<file path="src/rtl/sdm_dec_pkg.sv">
// Shared types and sizing for the SDM CIC decimator.
// ACC_W is derived from the input width, order and decimation ratio.
package sdm_dec_pkg;

   localparam int R_LOG2 = 7;
   localparam int ORDER  = 4;
   localparam int IN_W   = 5;
   localparam int OUT_W  = 24;

   function automatic int acc_width(input int in_w,
                                    input int order,
                                    input int r_log2);
      return in_w + order * r_log2;
   endfunction

   localparam int ACC_W = acc_width(IN_W, ORDER, R_LOG2);
   localparam int STG_W = (ORDER > 1) ? $clog2(ORDER) : 1;

   typedef enum logic [1:0] {
      IDLE,
      COMB,
      OUT
   } dec_state_e;

endpackage

</file>
<file path="src/rtl/sdm_cic_integ.sv">
// One wrapping ACC_W-bit integrator stage of the CIC decimator.
// Overflow wraps by design; the comb section cancels it.
module sdm_cic_integ
   import sdm_dec_pkg::*;
(
   input  logic             clock,
   input  logic             rstn,
   input  logic             en_i,
   input  logic [ACC_W-1:0] x_i,
   output logic [ACC_W-1:0] acc_o
);

   logic [ACC_W-1:0] acc_q;
   logic [ACC_W-1:0] acc_d;

   always_comb begin
      acc_d = acc_q;
      if (en_i) acc_d = acc_q + x_i;
   end

   always_ff @(posedge clock or negedge rstn) begin
      if (!rstn) acc_q <= '0;
      else       acc_q <= acc_d;
   end

   assign acc_o = acc_q;

endmodule

</file>
<file path="src/rtl/sdm_cic_decimator.sv">
// 4th-order CIC decimator (R=128) for the 5-bit SDM code stream.
// Define SDM_DEC_ROUND_EN for round-half-up instead of truncation.
module sdm_cic_decimator
   import sdm_dec_pkg::*;
(
   input  logic                    clock,
   input  logic                    rstn,
   input  logic                    en,
   input  logic [IN_W-1:0]         DataIn,
   output logic [OUT_W-1:0]        DataOut,
   output logic                    out_valid,
   input  logic                    out_ready,
   output logic                    overrun
);

   logic [ACC_W-1:0] integ [ORDER+1];

   assign integ[0] = {{(ACC_W-IN_W){DataIn[IN_W-1]}}, DataIn};

   for (genvar k = 0; k < ORDER; k++) begin : g_int
      sdm_cic_integ u_int (
         .clock (clock),
         .rstn  (rstn),
         .en_i  (en),
         .x_i   (integ[k]),
         .acc_o (integ[k+1])
      );
   end

   logic [R_LOG2-1:0] cnt_q, cnt_d;
   logic              frame_q, frame_d;
   dec_state_e        state_q, state_d;
   logic [STG_W-1:0]  stg_q, stg_d;

   always_comb begin
      cnt_d   = cnt_q;
      frame_d = frame_q;
      if (state_q == IDLE && frame_q) frame_d = 1'b0;
      if (en) begin
         cnt_d = cnt_q + 1'b1;
         if (&cnt_q) frame_d = 1'b1;
      end
   end

   always_comb begin
      state_d = state_q;
      stg_d   = stg_q;
      unique case (state_q)
         IDLE: begin
            if (frame_q) begin
               state_d = COMB;
               stg_d   = '0;
            end
         end
         COMB: begin
            stg_d = stg_q + 1'b1;
            if (stg_q == STG_W'(ORDER-1)) state_d = OUT;
         end
         OUT:     state_d = IDLE;
         default: state_d = IDLE;
      endcase
   end

   always_ff @(posedge clock or negedge rstn) begin
      if (!rstn) begin
         cnt_q   <= '0;
         frame_q <= 1'b0;
         state_q <= IDLE;
         stg_q   <= '0;
      end else begin
         cnt_q   <= cnt_d;
         frame_q <= frame_d;
         state_q <= state_d;
         stg_q   <= stg_d;
      end
   end

   // One shared subtractor walks the comb delays, one stage per cycle.
   logic [ACC_W-1:0] work_q;
   logic [ACC_W-1:0] dly_q [ORDER];

   always_ff @(posedge clock or negedge rstn) begin
      if (!rstn) begin
         work_q <= '0;
         for (int i = 0; i < ORDER; i++) dly_q[i] <= '0;
      end else if (state_q == IDLE && frame_q) begin
         work_q <= integ[ORDER];
      end else if (state_q == COMB) begin
         work_q        <= work_q - dly_q[stg_q];
         dly_q[stg_q]  <= work_q;
      end
   end

   logic [ACC_W-1:0] rnd;
`ifdef SDM_DEC_ROUND_EN
   localparam logic [ACC_W-1:0] RND_HALF = ACC_W'(1) << (ACC_W-OUT_W-1);
   assign rnd = work_q + RND_HALF;
`else
   assign rnd = work_q;
`endif

   logic unused_lsb;
   assign unused_lsb = ^rnd[ACC_W-OUT_W-1:0];

   logic [OUT_W-1:0] dout_q, dout_d;
   logic             vld_q, vld_d;
   logic             ovr_q, ovr_d;

   always_comb begin
      dout_d = dout_q;
      vld_d  = vld_q;
      ovr_d  = ovr_q;
      if (state_q == OUT) begin
         dout_d = rnd[ACC_W-1 -: OUT_W];
         vld_d  = 1'b1;
         if (vld_q && !out_ready) ovr_d = 1'b1;
      end else if (vld_q && out_ready) begin
         vld_d = 1'b0;
      end
   end

   always_ff @(posedge clock or negedge rstn) begin
      if (!rstn) begin
         dout_q <= '0;
         vld_q  <= 1'b0;
         ovr_q  <= 1'b0;
      end else begin
         dout_q <= dout_d;
         vld_q  <= vld_d;
         ovr_q  <= ovr_d;
      end
   end

   assign DataOut   = dout_q;
   assign out_valid = vld_q;
   assign overrun   = ovr_q;

endmodule

</file>
<file path="config.mk">
export PLATFORM = sky130hd
export DESIGN_NAME = sdm_cic_decimator
export DESIGN_NICKNAME = d
export VERILOG_FILES = /design/src/rtl/sdm_dec_pkg.sv /design/src/rtl/sdm_cic_integ.sv /design/src/rtl/sdm_cic_decimator.sv
export SDC_FILE = /design/constraint.sdc
export NUM_CORES = 1
export LEC_CHECK = 0
export ABC_AREA = 1
export BUFFER_PORTS_ARGS = -buffer_cell sky130_fd_sc_hd__buf_2
export CAP_MARGIN = 20
export CORE_UTILIZATION = 45
export DETAILED_ROUTE_END_ITERATION = 8
export RECOVER_POWER = 100
export SETUP_SLACK_MARGIN = 0.3
export SYNTH_ARGS = -nofsm -noshare
export SYNTH_HDL_FRONTEND = slang
export SYNTH_SLANG_ARGS = --single-unit
</file>
<file path="constraint.sdc">
create_clock -name clock -period 3 [get_ports clock]
set_input_delay 0.15 -clock clock [delete_from_list [all_inputs] [get_ports clock]]
set_output_delay 0.15 -clock clock [all_outputs]
set_load 0.02 [all_outputs]
</file>
==> results.toml <==
[outcome]
status = "finished, violations left"
violations = "capacitance limit, slew limit"

[global_routing]
grt_pass1_vias = 22800
grt_usage_pct = 26.23
antenna_found_initial = 0
grt_max_degree = 73
grt_pass1_wl_um = 121100
grt-ovfl-total = 0

[sta]
max-slew-margin-rel_pct = -42.85
fmax_mhz = 371.5
worst_slew_pin_slew_ns = 2.143
drv_slew = 141
finalHoldViolCount = 0
fin_skew_ns = 0.01961
period_share_pct = 89.74
period_needed_ns = 2.692
rsz0062_at_grt = "true"
tns_ns = 0
setup_violations = 0

[cts]
root_buffer = "clkbuf_16"
insertion_delay_ns = 0.59
cts_inserted_buffers = 42
htreeDepth = 2
clock_path_buffers = 3
cts_tree = "yes"
path_clk_slew_ns = 0.06
cts.sinks = 335

[route]
viasPerCell = 4.914
wl_per_cell_um = 15.21
drcViolationCount = 0
wl_met3_um = 2391
drtPass1Iterations = 5
dr.max_layer_used = "met4"
met1Wirelength_um = 34800
routed_wirelength_um = 74670
ant_nets = 0
drtIter0Drc = 1337
wl_met2_um = 35290
vias = 24130

[yosys]
postSynthAreaPerCell_um2 = 6.306
synth_compound_area_share_pct = 9.449
netlist-cell-type-count = 38
synth_nets = 4269
postSynth.asyncResetShare_pct = 100.0
synthMuxAreaShare_pct = 0
yosys.area_share.simple_pct = 35.27
synthFlopType = "dfrtp_1"
synth_area_um2 = 25790
synth_top_family_by_area = "simple AND/OR/NAND/NOR gates"
seq_area_frac_synth_pct = 32.50
yosys_warnings = 0
synthCells = 4090
yosys.area_share.xor_xnor_pct = 2.343
ys_seq_elements = 335
synthAdderAreaFrac_pct = 8.392
synth_edf_count = 0

[layout]
drive_gt1_share_pct = 5.585
seq_area_um2 = 8383
antenna_cells = 0
nets = 4304
multi_input_area_um2 = 14560
nFillCells = 5858
synthToLayoutAreaGrowth_pct = 11.40
finish.instance_area_um2 = 28740
final_cells = 4910

[floorplanning]
core_area_um2 = 56500
dieArea_um2 = 58280
die_h_um = 241.4
rows = 87
die_x_um = 241.4
start_util_pct = 45.66
ios = 35

[run]
drv_cap = 3

[worst_setup_path]
cpMaxStageDelayCell = "dfrtp_1"
cp_common_cell = "nand2_1"
start_kind = "register"
worst-path-max-fanout = 29
worstSetupPathType = "register to register"
end_kind = "register"
rr_worst_depth = 15
arrival_ns = 3.17
crit_chain = "buf_4, clkbuf_16, a21oi_1, a32o_1, ha_4, nand2_1, nor2_2, and2_1, nand2_1, nand2_1, nand2_1, nand2_1, nand2_1, nand3_1, nand2_1"
max_stage_delay_ns = 0.49
regToRegSetupSlack_ns = 0.31
required_ns = 3.47

[place]
hpwl_um = 57610
portBuffers = 34
dp_cells = 4823
postPlaceCellArea_um2 = 26990
place.gp.congestion = 0.9584

[hold_path]
hold_path_class = "input pin to register"
min_delay_path_depth = 4
-- placed cells by master, fill, tap and decap left out, types with 5 or more instances in the layout --
cell	Yosys	final
xnor2_1	58	58
o221ai_1	6	6
buf_12	0	14
clkbuf_16	0	44
inv_2	7	6
nor2_4	1	6
buf_4	3	19
ha_2	0	7
o21ai_1	80	24
nor2_1	181	164
dfrtp_1	335	335
nand2_1	1733	1726
nand4_1	18	18
nor3_1	24	23
nand3_1	220	219
and2_1	18	18
clkinv_2	0	10
a21o_1	5	5
xor2_1	11	11
clkbuf_2	0	6
clkbuf_1	40	34
o21bai_1	9	9
nand3b_1	8	8
a32o_1	30	30
nor2_2	25	37
buf_2	39	6
a21oi_1	132	130
o21ai_0	167	223
clkbuf_8	0	8
ha_1	165	147
inv_1	711	709
ha_4	0	11
nand2_2	25	32
dlygate4sd3_1	0	7
-- cell usage after synthesis (11+ instances only) --
library cell | n | area [um^2]
buf_1 | 12 | 45.04
o21ai_1 | 80 | 400.4
nand2_1 | 1733 | 6505
nand3_1 | 220 | 1101
nor3_1 | 24 | 120.1
nand2_2 | 25 | 156.4
a21oi_1 | 132 | 660.6
clkbuf_1 | 40 | 150.1
and2_1 | 18 | 112.6
xor2_1 | 11 | 96.34
inv_1 | 711 | 2669
o21ai_0 | 167 | 835.8
nor2_2 | 25 | 156.4
xnor2_1 | 58 | 508.0
nor2_1 | 181 | 679.4
ha_1 | 165 | 2064
buf_2 | 39 | 195.2
a32o_1 | 30 | 300.3
nand4_1 | 18 | 112.6
dfrtp_1 | 335 | 8383
-- worst max-delay path: cells and delay by family, from the launching register on --
kind	cells	cell delay, ns
simple gates	10	0.99
buf+inv	2	0.43
compound gates	2	0.35
fa+ha+maj	1	0.30
flops	1	0.49
-- final timing paths --
check	start	end
max	stg_q[0]$_DFFE_PN0P_	rnd[24]$_DFFE_PN0P_
min	DataIn[2]	g_int[0].u_int.acc_o[2]$_DFFE_PN0P_
max reg2reg	stg_q[0]$_DFFE_PN0P_	rnd[24]$_DFFE_PN0P_
min reg2reg	overrun$_DFFE_PN0P_	overrun$_DFFE_PN0P_
max in group asynchronous	rstn	g_int[3].u_int.acc_o[28]$_DFFE_PN0P_
min in group asynchronous	rstn	dly_q[75]$_DFFE_PN0P_
-- cell families after synthesis --
kind of cell,after synthesis
fa+ha+maj,170
flops,335
xor+xnor,69
buf+inv,812
compound gates,440
simple gates,2264
-- area by class of cell --
type                       count  area share [%]
multi-input combinational   2943           50.68
sequential                   335           29.17
inverter                     718           9.423
clock buffer                  55           4.106
tap                          756           3.292
timing repair buffer          85           2.630
clock inverter                18          0.6967
-- flip-flops by register name, indices dropped and copies added (netlist names) --
signal and cells:
rnd 33, stg_q 2, g_int.u_int.acc_o 132, overrun 1
frame_q 1, state_q 2, cnt_q 7, dly_q 132
DataOut 24, out_valid 1
-- per-layer routing --
layer  vias to the layer above  GRT usage (%)
li1                      12680              -
met1                     10940          34.70
met2                       404          45.30
met3                       108          2.268
met4                         0          8.017
met5                         -              0
-- through the flow --
stage	utilization (%)	hold slack (ns)	setup WS (ns)
2_1_floorplan	-	-0.1456	0.4196
3_3_place_gp	47.78	0.1916	0.1817
3_5_place_dp	47.78	0.1917	0.1282
4_1_cts	50.42	0.09733	0.3122
5_1_grt	50.86	0.1904	0.1399
6_report	50.86	0.1263	0.3079
-- what timing repair did --
action / CTS / global route
buffers inserted: 0 / 4
hold buffers: 7 / 0
pin swaps: 0 / 3
gates resized for setup: 4 / 72
endpoints found under the setup margin: 4 / 25
cloned: 1 / 2
endpoints found under the hold margin: 76 / 0
Power is not shown: default switching activity piles up to over one toggle a cycle in this logic, so the estimate is an artifact.
